File: src/rtl/alu_seq_pkg.sv
// rtl/alu_seq_pkg.sv - op codes and FSM state encodings shared by alu_seq RTL and bench
package alu_seq_pkg;

    localparam logic [2:0] OP_ADD   = 3'b000;
    localparam logic [2:0] OP_NAND  = 3'b001;
    localparam logic [2:0] OP_SLT   = 3'b010;
    localparam logic [2:0] OP_SHIFT = 3'b011;
    localparam logic [2:0] OP_MUL   = 3'b100;

    typedef enum logic [1:0] {
        ST_IDLE = 2'd0,
        ST_MUL  = 2'd1,
        ST_DONE = 2'd2
    } state_t;

endpackage

File: src/rtl/alu_seq_if.sv
// rtl/alu_seq_if.sv - operand/result handshake bundle for alu_seq
// master drives operands and OUT_READY; slave (the ALU) drives IN_READY and the result.
interface alu_seq_if #(
    parameter int WIDTH = 16
) ();
    localparam int SHW = $clog2(WIDTH);

    logic             IN_VALID;
    logic             IN_READY;
    logic [WIDTH-1:0] A;
    logic [WIDTH-1:0] B;
    logic [SHW-1:0]   SHAMT;
    logic [2:0]       OP;
    logic             SUB;
    logic             ARI;
    logic             LEF;
    logic             OUT_VALID;
    logic             OUT_READY;
    logic [WIDTH-1:0] C;
    logic             ZERO;
    logic             OVF;
    logic             ILL;

    modport master (
        output IN_VALID, A, B, SHAMT, OP, SUB, ARI, LEF, OUT_READY,
        input  IN_READY, OUT_VALID, C, ZERO, OVF, ILL
    );

    modport slave (
        input  IN_VALID, A, B, SHAMT, OP, SUB, ARI, LEF, OUT_READY,
        output IN_READY, OUT_VALID, C, ZERO, OVF, ILL
    );

endinterface

File: src/rtl/alu_seq_mul.sv
// rtl/alu_seq_mul.sv - iterative shift-add multiplier, one partial product per cycle
// DONE pulses on the edge the last partial product lands; P is the low WIDTH bits of A*B.
module alu_seq_mul #(
    parameter int WIDTH = 16
) (
    input  logic             CLK,
    input  logic             RST,
    input  logic             START,
    input  logic [WIDTH-1:0] A,
    input  logic [WIDTH-1:0] B,
    output logic             BUSY,
    output logic             DONE,
    output logic [WIDTH-1:0] P
);
    localparam int CW = $clog2(WIDTH) + 1;

    logic [WIDTH-1:0] r_a;
    logic [WIDTH-1:0] r_b;
    logic [WIDTH-1:0] r_p;
    logic [CW-1:0]    r_cnt;
    logic             r_busy;
    logic             r_done;

    always_ff @(posedge CLK or posedge RST) begin
        if (RST) begin
            r_a    <= '0;
            r_b    <= '0;
            r_p    <= '0;
            r_cnt  <= '0;
            r_busy <= 1'b0;
            r_done <= 1'b0;
        end else begin
            r_done <= 1'b0;
            if (START) begin
                r_a    <= A;
                r_b    <= B;
                r_p    <= '0;
                r_cnt  <= '0;
                r_busy <= 1'b1;
            end else if (r_busy) begin
                if (r_b[0]) begin
                    r_p <= r_p + r_a;
                end
                r_a   <= r_a << 1;
                r_b   <= r_b >> 1;
                r_cnt <= r_cnt + CW'(1);
                if (r_cnt == CW'(WIDTH - 1)) begin
                    r_busy <= 1'b0;
                    r_done <= 1'b1;
                end
            end
        end
    end

    assign BUSY = r_busy;
    assign DONE = r_done;
    assign P    = r_p;

endmodule

File: src/rtl/alu_seq.sv
// rtl/alu_seq.sv - registered WIDTH-bit ALU with valid/ready handshakes on both sides
// Define ALU_SEQ_MUL_EN to build the iterative multiplier for op 100; otherwise op 100 is illegal.
module alu_seq
    import alu_seq_pkg::*;
#(
    parameter int WIDTH = 16
) (
    input  logic     CLK,
    input  logic     RST,
    alu_seq_if.slave bus
);
    state_t           r_state;
    state_t           w_state_next;
    logic [WIDTH-1:0] r_c;
    logic             r_zero;
    logic             r_ovf;
    logic             r_ill;

    logic             w_in_ready;
    logic             w_accept;
    logic             w_is_mul;
    logic             w_load_alu;
    logic             w_load_mul;
    logic             w_mul_start;
    logic             w_mul_busy;
    logic             w_mul_done;
    logic [WIDTH-1:0] w_mul_p;
    logic [WIDTH-1:0] w_b_eff;
    logic [WIDTH-1:0] w_sum;
    logic [WIDTH-1:0] w_c;
    logic             w_zero;
    logic             w_ovf;
    logic             w_ill;

    assign w_in_ready = (r_state == ST_IDLE) || ((r_state == ST_DONE) && bus.OUT_READY);
    assign w_accept   = bus.IN_VALID && w_in_ready;

`ifdef ALU_SEQ_MUL_EN
    assign w_is_mul = (bus.OP == OP_MUL);

    alu_seq_mul #(
        .WIDTH (WIDTH)
    ) u_mul (
        .CLK   (CLK),
        .RST   (RST),
        .START (w_mul_start),
        .A     (bus.A),
        .B     (bus.B),
        .BUSY  (w_mul_busy),
        .DONE  (w_mul_done),
        .P     (w_mul_p)
    );
`else
    assign w_is_mul   = 1'b0;
    assign w_mul_busy = 1'b0;
    assign w_mul_done = 1'b0;
    assign w_mul_p    = '0;
`endif

    // Subtraction as A + ~B + 1 so the overflow rule compares A against the inverted B.
    assign w_b_eff = bus.SUB ? ~bus.B : bus.B;
    assign w_sum   = bus.A + w_b_eff + {{(WIDTH-1){1'b0}}, bus.SUB};

    always_comb begin
        w_c   = '0;
        w_ovf = 1'b0;
        w_ill = 1'b0;
        case (bus.OP)
            OP_ADD: begin
                w_c   = w_sum;
                w_ovf = (bus.A[WIDTH-1] == w_b_eff[WIDTH-1]) &&
                        (w_sum[WIDTH-1] != bus.A[WIDTH-1]);
            end
            OP_NAND: w_c = ~(bus.A & bus.B);
            OP_SLT:  w_c = {{(WIDTH-1){1'b0}}, ($signed(bus.A) < $signed(bus.B))};
            OP_SHIFT: begin
                if (bus.LEF) begin
                    w_c = bus.A << bus.SHAMT;
                end else if (bus.ARI) begin
                    w_c = $signed(bus.A) >>> bus.SHAMT;
                end else begin
                    w_c = bus.A >> bus.SHAMT;
                end
            end
            default: w_ill = 1'b1;
        endcase
    end

    assign w_zero = (w_c == '0);

    always_ff @(posedge CLK or posedge RST) begin
        if (RST) begin
            r_state <= ST_IDLE;
        end else begin
            r_state <= w_state_next;
        end
    end

    always_comb begin
        w_state_next = r_state;
        w_load_alu   = 1'b0;
        w_load_mul   = 1'b0;
        w_mul_start  = 1'b0;
        case (r_state)
            ST_IDLE, ST_DONE: begin
                if (w_accept) begin
                    if (w_is_mul) begin
                        w_state_next = ST_MUL;
                        w_mul_start  = 1'b1;
                    end else begin
                        w_state_next = ST_DONE;
                        w_load_alu   = 1'b1;
                    end
                end else if ((r_state == ST_DONE) && bus.OUT_READY) begin
                    w_state_next = ST_IDLE;
                end
            end
            ST_MUL: begin
                if (w_mul_done && !w_mul_busy) begin
                    w_state_next = ST_DONE;
                    w_load_mul   = 1'b1;
                end
            end
            default: w_state_next = ST_IDLE;
        endcase
    end

    // Result registers only move on a load, so they hold while the consumer stalls.
    always_ff @(posedge CLK or posedge RST) begin
        if (RST) begin
            r_c    <= '0;
            r_zero <= 1'b0;
            r_ovf  <= 1'b0;
            r_ill  <= 1'b0;
        end else if (w_load_alu) begin
            r_c    <= w_c;
            r_zero <= w_zero;
            r_ovf  <= w_ovf;
            r_ill  <= w_ill;
        end else if (w_load_mul) begin
            r_c    <= w_mul_p;
            r_zero <= (w_mul_p == '0);
            r_ovf  <= 1'b0;
            r_ill  <= 1'b0;
        end
    end

    assign bus.IN_READY  = w_in_ready;
    assign bus.OUT_VALID = (r_state == ST_DONE);
    assign bus.C         = r_c;
    assign bus.ZERO      = r_zero;
    assign bus.OVF       = r_ovf;
    assign bus.ILL       = r_ill;

endmodule

File: src/flat_wrapper.sv
// flat-port wrapper written by rule: the top's interface ports become plain ports
module alu_seq_flat import alu_seq_pkg::*;
#(
    parameter int WIDTH = 16
)
  (CLK, RST, bus_IN_VALID, bus_A, bus_B, bus_SHAMT, bus_OP, bus_SUB, bus_ARI, bus_LEF, bus_OUT_READY, bus_IN_READY, bus_OUT_VALID, bus_C, bus_ZERO, bus_OVF, bus_ILL);
  alu_seq_if #(.WIDTH(WIDTH)) bus_i ();
  input  logic CLK;
  input  logic RST;
  input wire logic [$bits(bus_i.IN_VALID)-1:0] bus_IN_VALID;
  input wire logic [$bits(bus_i.A)-1:0] bus_A;
  input wire logic [$bits(bus_i.B)-1:0] bus_B;
  input wire logic [$bits(bus_i.SHAMT)-1:0] bus_SHAMT;
  input wire logic [$bits(bus_i.OP)-1:0] bus_OP;
  input wire logic [$bits(bus_i.SUB)-1:0] bus_SUB;
  input wire logic [$bits(bus_i.ARI)-1:0] bus_ARI;
  input wire logic [$bits(bus_i.LEF)-1:0] bus_LEF;
  input wire logic [$bits(bus_i.OUT_READY)-1:0] bus_OUT_READY;
  output wire logic [$bits(bus_i.IN_READY)-1:0] bus_IN_READY;
  output wire logic [$bits(bus_i.OUT_VALID)-1:0] bus_OUT_VALID;
  output wire logic [$bits(bus_i.C)-1:0] bus_C;
  output wire logic [$bits(bus_i.ZERO)-1:0] bus_ZERO;
  output wire logic [$bits(bus_i.OVF)-1:0] bus_OVF;
  output wire logic [$bits(bus_i.ILL)-1:0] bus_ILL;
  assign bus_i.IN_VALID = bus_IN_VALID;
  assign bus_i.A = bus_A;
  assign bus_i.B = bus_B;
  assign bus_i.SHAMT = bus_SHAMT;
  assign bus_i.OP = bus_OP;
  assign bus_i.SUB = bus_SUB;
  assign bus_i.ARI = bus_ARI;
  assign bus_i.LEF = bus_LEF;
  assign bus_i.OUT_READY = bus_OUT_READY;
  assign bus_IN_READY = bus_i.IN_READY;
  assign bus_OUT_VALID = bus_i.OUT_VALID;
  assign bus_C = bus_i.C;
  assign bus_ZERO = bus_i.ZERO;
  assign bus_OVF = bus_i.OVF;
  assign bus_ILL = bus_i.ILL;
  alu_seq #(.WIDTH(WIDTH)) u_core (.CLK(CLK), .RST(RST), .bus(bus_i));
endmodule
File: config.mk
export PLATFORM = sky130hd
export DESIGN_NAME = alu_seq_flat
export DESIGN_NICKNAME = d
export VERILOG_FILES = /design/src/rtl/alu_seq_pkg.sv /design/src/rtl/alu_seq_if.sv /design/src/rtl/alu_seq_mul.sv /design/src/rtl/alu_seq.sv /design/src/flat_wrapper.sv
export SDC_FILE = /design/constraint.sdc
export NUM_CORES = 1
export LEC_CHECK = 0
export CORE_AREA = 2 2 118 120
export DETAILED_ROUTE_END_ITERATION = 6
export DIE_AREA = 0 0 120 122
export GPL_ROUTABILITY_DRIVEN = 0
export SYNTH_ARGS = -nofsm -noshare
export SYNTH_HDL_FRONTEND = slang
export SYNTH_SLANG_ARGS = --single-unit
File: constraint.sdc
create_clock -name CLK -period 1.9 [get_ports CLK]
set_input_delay 0.38 -clock CLK [delete_from_list [all_inputs] [get_ports CLK]]
set_output_delay 0.38 -clock CLK [all_outputs]
set_load 0.01 [all_outputs]
Word level (Yosys, flattened, before mapping)
Cells that the tools add are included.

Flip-flop bits (word level): 21. Latch bits: 0. Memory bits (writable): 0. ROM bits: 0. Input port bits: 46. Output and inout bits: 21. Logic and storage cells: 48. Memories: 0.

$add $sub $neg: 2. Multipliers: 0. Divide/modulo/power cells: 0. $lt $le $gt $ge: 1. Equality and inequality tests: 8. Shift operators: 3. Multiplexer cells: 15. Bitwise operators: 4. Reductions and logical operators: 10.

Operator list (number): 2-to-1 mux 16 bit (4); one-hot mux 16 bit (4 select lines) (1); NOT 16 bit (2); adder 16 x 1 -> 16 bit (1); adder 16 bit (1); bitwise AND 16 bit (1); zero test 16 bit (1); less-than comparator 16 bit (1); << shifter 16 x 4 -> 16 bit (1); >> shifter 16 x 4 -> 16 bit (1); >>> shifter 16 x 4 -> 16 bit (1); 2-to-1 mux 1 bit (7); == test 3 x 2 -> 1 bit, second input constant (2); 2-to-1 mux 2 bit (2); one-hot mux 2 bit (2 select lines) (1); OR reduction 4 bit (1); == test 3 x 1 -> 1 bit, second input constant (1); logical AND 1 bit (3); zero test 3 bit (1); != test 3 x 1 -> 1 bit, second input constant (1); == test 2 x 1 -> 1 bit, second input constant (1); == test 2 bit, second input constant (1); zero test 2 bit (1); AND reduction 2 bit (1); other kinds (5) (5).

Logic depth before layout (Yosys ltp)
Depth in word-level cells: 8. Gate-level depth with buffers: 13. Gate-level depth less buffers: 11.

Worst setup path before layout
No wires, ideal clock.

Kind: input to register. Start point: input bus_SUB. End point: register u_core.r_c[14] (netlist: u_core.bus.C[14]). Setup time: 0.125 ns. Arrival: 3.579 ns. Data required time: 1.775 ns. Path slack: -1.804 ns. Cell stages on the path: 12. Buffers on the path: 2. Path through: clkbuf_1 clkbuf_1 xor2_1 fa_1 a211o_1 and3b_1 o41a_1 o41a_1 a31oi_1 or4b_2 nand3_1 mux2_2.

Cells in the longest elaborated chain, start to end: 5.

Ends and longest elaborated chain: start, declared (RTL line flat_wrapper.sv:15) `input wire logic [$bits(bus_i.SUB)-1:0] bus_SUB;`; 2-to-1 mux 16 bit (RTL line alu_seq.sv:61) `assign w_b_eff = bus.SUB ? ~bus.B : bus.B;`; adder 16 bit (RTL line alu_seq.sv:62) `assign w_sum = bus.A + w_b_eff + {{(WIDTH-1){1'b0}}, bus.SUB};`; adder 16 x 1 -> 16 bit (*) (RTL line alu_seq.sv:62); one-hot mux 16 bit (4 select lines) (*) (RTL line alu_seq.sv:68) `case (bus.OP)`; 2-to-1 mux 16 bit (*) (RTL line alu_seq.sv:135) `end else if (w_load_alu) begin`; end signal, assigned (RTL line alu_seq.sv:136) `r_c <= w_c;`; end signal, assigned (RTL line alu_seq.sv:141) `r_c <= w_mul_p;`; end, declared (RTL line alu_seq.sv:14) `logic [WIDTH-1:0] r_c;`.

Every way passes the cells marked *; elsewhere a longest branch is shown, timed or not. The select of a mux whose other input is x is not followed. A chain may end at the register's enable or synchronous reset.

Final worst setup path
Start point: input bus_B[0]. End point: register u_core.r_c[12] (netlist: u_core.bus.C[12]).

Cells in the longest elaborated chain, start to end: 6.

Ends and longest elaborated chain: start, declared (RTL line flat_wrapper.sv:12) `input wire logic [$bits(bus_i.B)-1:0] bus_B;`; NOT 16 bit (RTL line alu_seq.sv:61); 2-to-1 mux 16 bit (*) (RTL line alu_seq.sv:61); adder 16 bit (*) (RTL line alu_seq.sv:62); adder 16 x 1 -> 16 bit (*) (RTL line alu_seq.sv:62); one-hot mux 16 bit (4 select lines) (*) (RTL line alu_seq.sv:68); 2-to-1 mux 16 bit (*) (RTL line alu_seq.sv:135).

Marked as above.

==> out/results.ini <==
[cells_and_area]
design_area_um2=8210
drive_above_1_share=0.497
num_antenna_cells=0
multi_input_comb_area_um2=4520
syn2layout_area_growth_pct=78.8
seqCellArea_um2=500
fin_nets=934
final.fill_count=1053

[logic_synthesis]
synth-seq-cells=20
synthTopCellsByCount=51 x nand2_1, 50 x ha_1, 40 x nor2_1, 32 x a21oi_1
synth_top_area_share=0.136
yosysMostFrequentCell=nand2_1
yosysSeqAreaShare=0.109
synth_fp_nets=653
synth.avg_cell_area_um2=8.26
async_reset_ff_frac=1.00
yosys-top-cells-area=ha_1 14%, mux4_2 12%, dfrtp_1 11%, mux2i_1 6.1%, nand2_1 4.2%
netlist_instances=556
ys.warnings.count=0
yosysUniqueCellTypes=75
synth_area_um2=4590
synth_top_area_cell=ha_1
synth_edf_count=0
synth_ff_type=dfrtp_1

[worst_setup_path]
cp-start-kind=input pin
crit_path_end_kind=flop
critical_path_class=input pin to flop
cp_cell_sequence=buf_8, mux2i_4, inv_2, fa_2, a211o_1, and3b_1, o41a_1, o41a_1, buf_4, o311a_1, buf_4, o21ai_2
worst-path-max-fanout=3
crit_required_ns=2.07
max_stage_delay_ns=0.41
worstPathArrival_ns=3.16
cp_slowest_cell=o41a_1

[timing]
whs_ns=0.467
fin_tns_setup_ns=-9.87
slew_violations=0
clock_skew_ns=0.00147
fmax_ghz=0.335
setup_ws_ns=-1.08
finalSetupViolations=18
final.min_clock_period_ns=2.98
worst_slew_pin_slew_ns=0.431
relSlewSlack=0.705
rsz0062_at_grt=yes
hold_viol=0
min_period_over_period=1.57

[die]
die-height_um=122
die_x_um=120
pin_count=67
start_util=0.340
rows=43
die_area_um2=14600
core_area_um2=13500

[route]
antenna_left=0
drt_iter0_drc=631
drtPass1Iterations=6
vias=5924
wl_um=21100
drcViolationCount=0
drt-vias-per-instance=5.84
wl_per_cell_um=20.8

[clocking]
clk_latency_ns=0.24
cts_buffer_depth=2
numCtsBuffers=3
cts_tree=yes
clkSinkCount=20
cts_hold_buf=0
cts.clk_slew.worst_paths_ns=0.05
root_buffer=clkbuf_16
htreeDepth=1

[placement]
io_buffers=66
hpwl_um=15800
dpl_cell_area_um2=6910

[global_route]
grt_pass1_wl_um=31700
grt_pass1_vias=5915
grt_max_degree=23
antenna_found_initial=0
grt_usage=0.273
overflow=0

[power]
leakagePower_nw=3.65
p_per_area_nw_per_um2=427
vdd_ir_drop_max_v=0.000377

[job]
cap_violations=0

[outcome]
violations=setup timing
status=finished with violations

[hold_path]
worst_hold_path_type=input pin to asynchronous set/reset pin

-- per-layer routing --
layer	up-vias	wire length [µm]	GRT usage
met3	98	1390	0.0328
met2	320	9990	0.469
met5	-	0	0
met1	2817	8260	0.331
met4	0	1460	0.154
li1	2689	-	-
-- critical path: cells and delay by family --
family	cells	cell delay, ns
fa+ha+maj	1	0.40
compound gates	5	1.51
simple gates	1	0.19
buf+inv	4	0.45
mux	1	0.24
-- area by class of cell --
class                   instances  area share
multi-input cells             470       0.551
repair buffers                318       0.341
clock buffers                   3     0.00914
flip-flops and latches         20      0.0610
inverters                      24      0.0111
well taps                     180      0.0274
-- cells by family (layout without fill, tap and decap cells) --
logic type	after synthesis	count (layout)	synth area share
fa+ha+maj	51	51	0.141
buf+inv	66	345	0.0654
xor+xnor	21	21	0.0401
simple gates	174	174	0.192
flops	20	20	0.109
mux	63	63	0.206
compound gates	161	161	0.247
-- metrics by stage --
stage           util  cells  total power, mW  setup WS (ns)
2_1_floorplan      -    556             1.52          -1.23
3_3_place_gp   0.512    962             2.46          -1.81
3_5_place_dp   0.512    962             2.50          -1.82
4_1_cts        0.581   1004             3.24          -1.20
5_1_grt        0.608   1015             3.69          -1.14
6_report       0.608   1015             3.51          -1.08
-- placed cells by master, fill, tap and decap left out, types with 11 or more instances in the layout --
master	synthesis	routed
dlygate4sd2_1	0	15
nand2_1	51	44
a21oi_1	32	19
nor3_1	13	11
mux4_2	24	24
inv_1	22	21
o211ai_1	16	16
ha_1	50	40
nor2_1	40	38
mux2i_1	28	23
clkdlybuf4s50_1	0	29
o21ai_0	23	11
buf_12	1	11
buf_6	2	30
buf_4	4	210
dfrtp_1	20	20
-- repair_timing --
item / 4_1_cts / 5_1_grt
gates resized for setup: 196 / 69
buffers inserted: 43 / 22
setup endpoints to repair: 18 / 19
pin swaps: 52 / 54
cloned: 0 / 0
-- sequential cells by signal (all words and copies together) (netlist names) --
signal,cells
u_core.bus.C,16
u_core.bus.ILL,1
u_core.bus.OVF,1
u_core.bus.ZERO,1
u_core.r_state,1
-- worst paths after layout --
check | to | from | cells after the start | slack (ns)
worst min-delay path | u_core.bus.C[11] | RST | 3 | 0.47
worst max-delay path | u_core.bus.C[12] | bus_B[0] | 12 | -1.08
max in group asynchronous | u_core.bus.C[4] | RST | 3 | 1.23
worst max register to register | u_core.bus.ZERO | u_core.r_state[1] | 7 | 0.41
min in group CLK | u_core.bus.C[2] | u_core.bus.C[2] | 2 | 0.48
worst min register to register | u_core.bus.C[2] | u_core.bus.C[2] | 2 | 0.48
-- report_power, final --
group	internal (mW)	total, mW	leakage, nW	switching (mW)
Clock	0.276	0.409	0.0370	0.132
Combinational	1.35	2.58	3.35	1.23
Sequential	0.485	0.518	0.256	0.0337
Power figures use the tool's default switching activity.
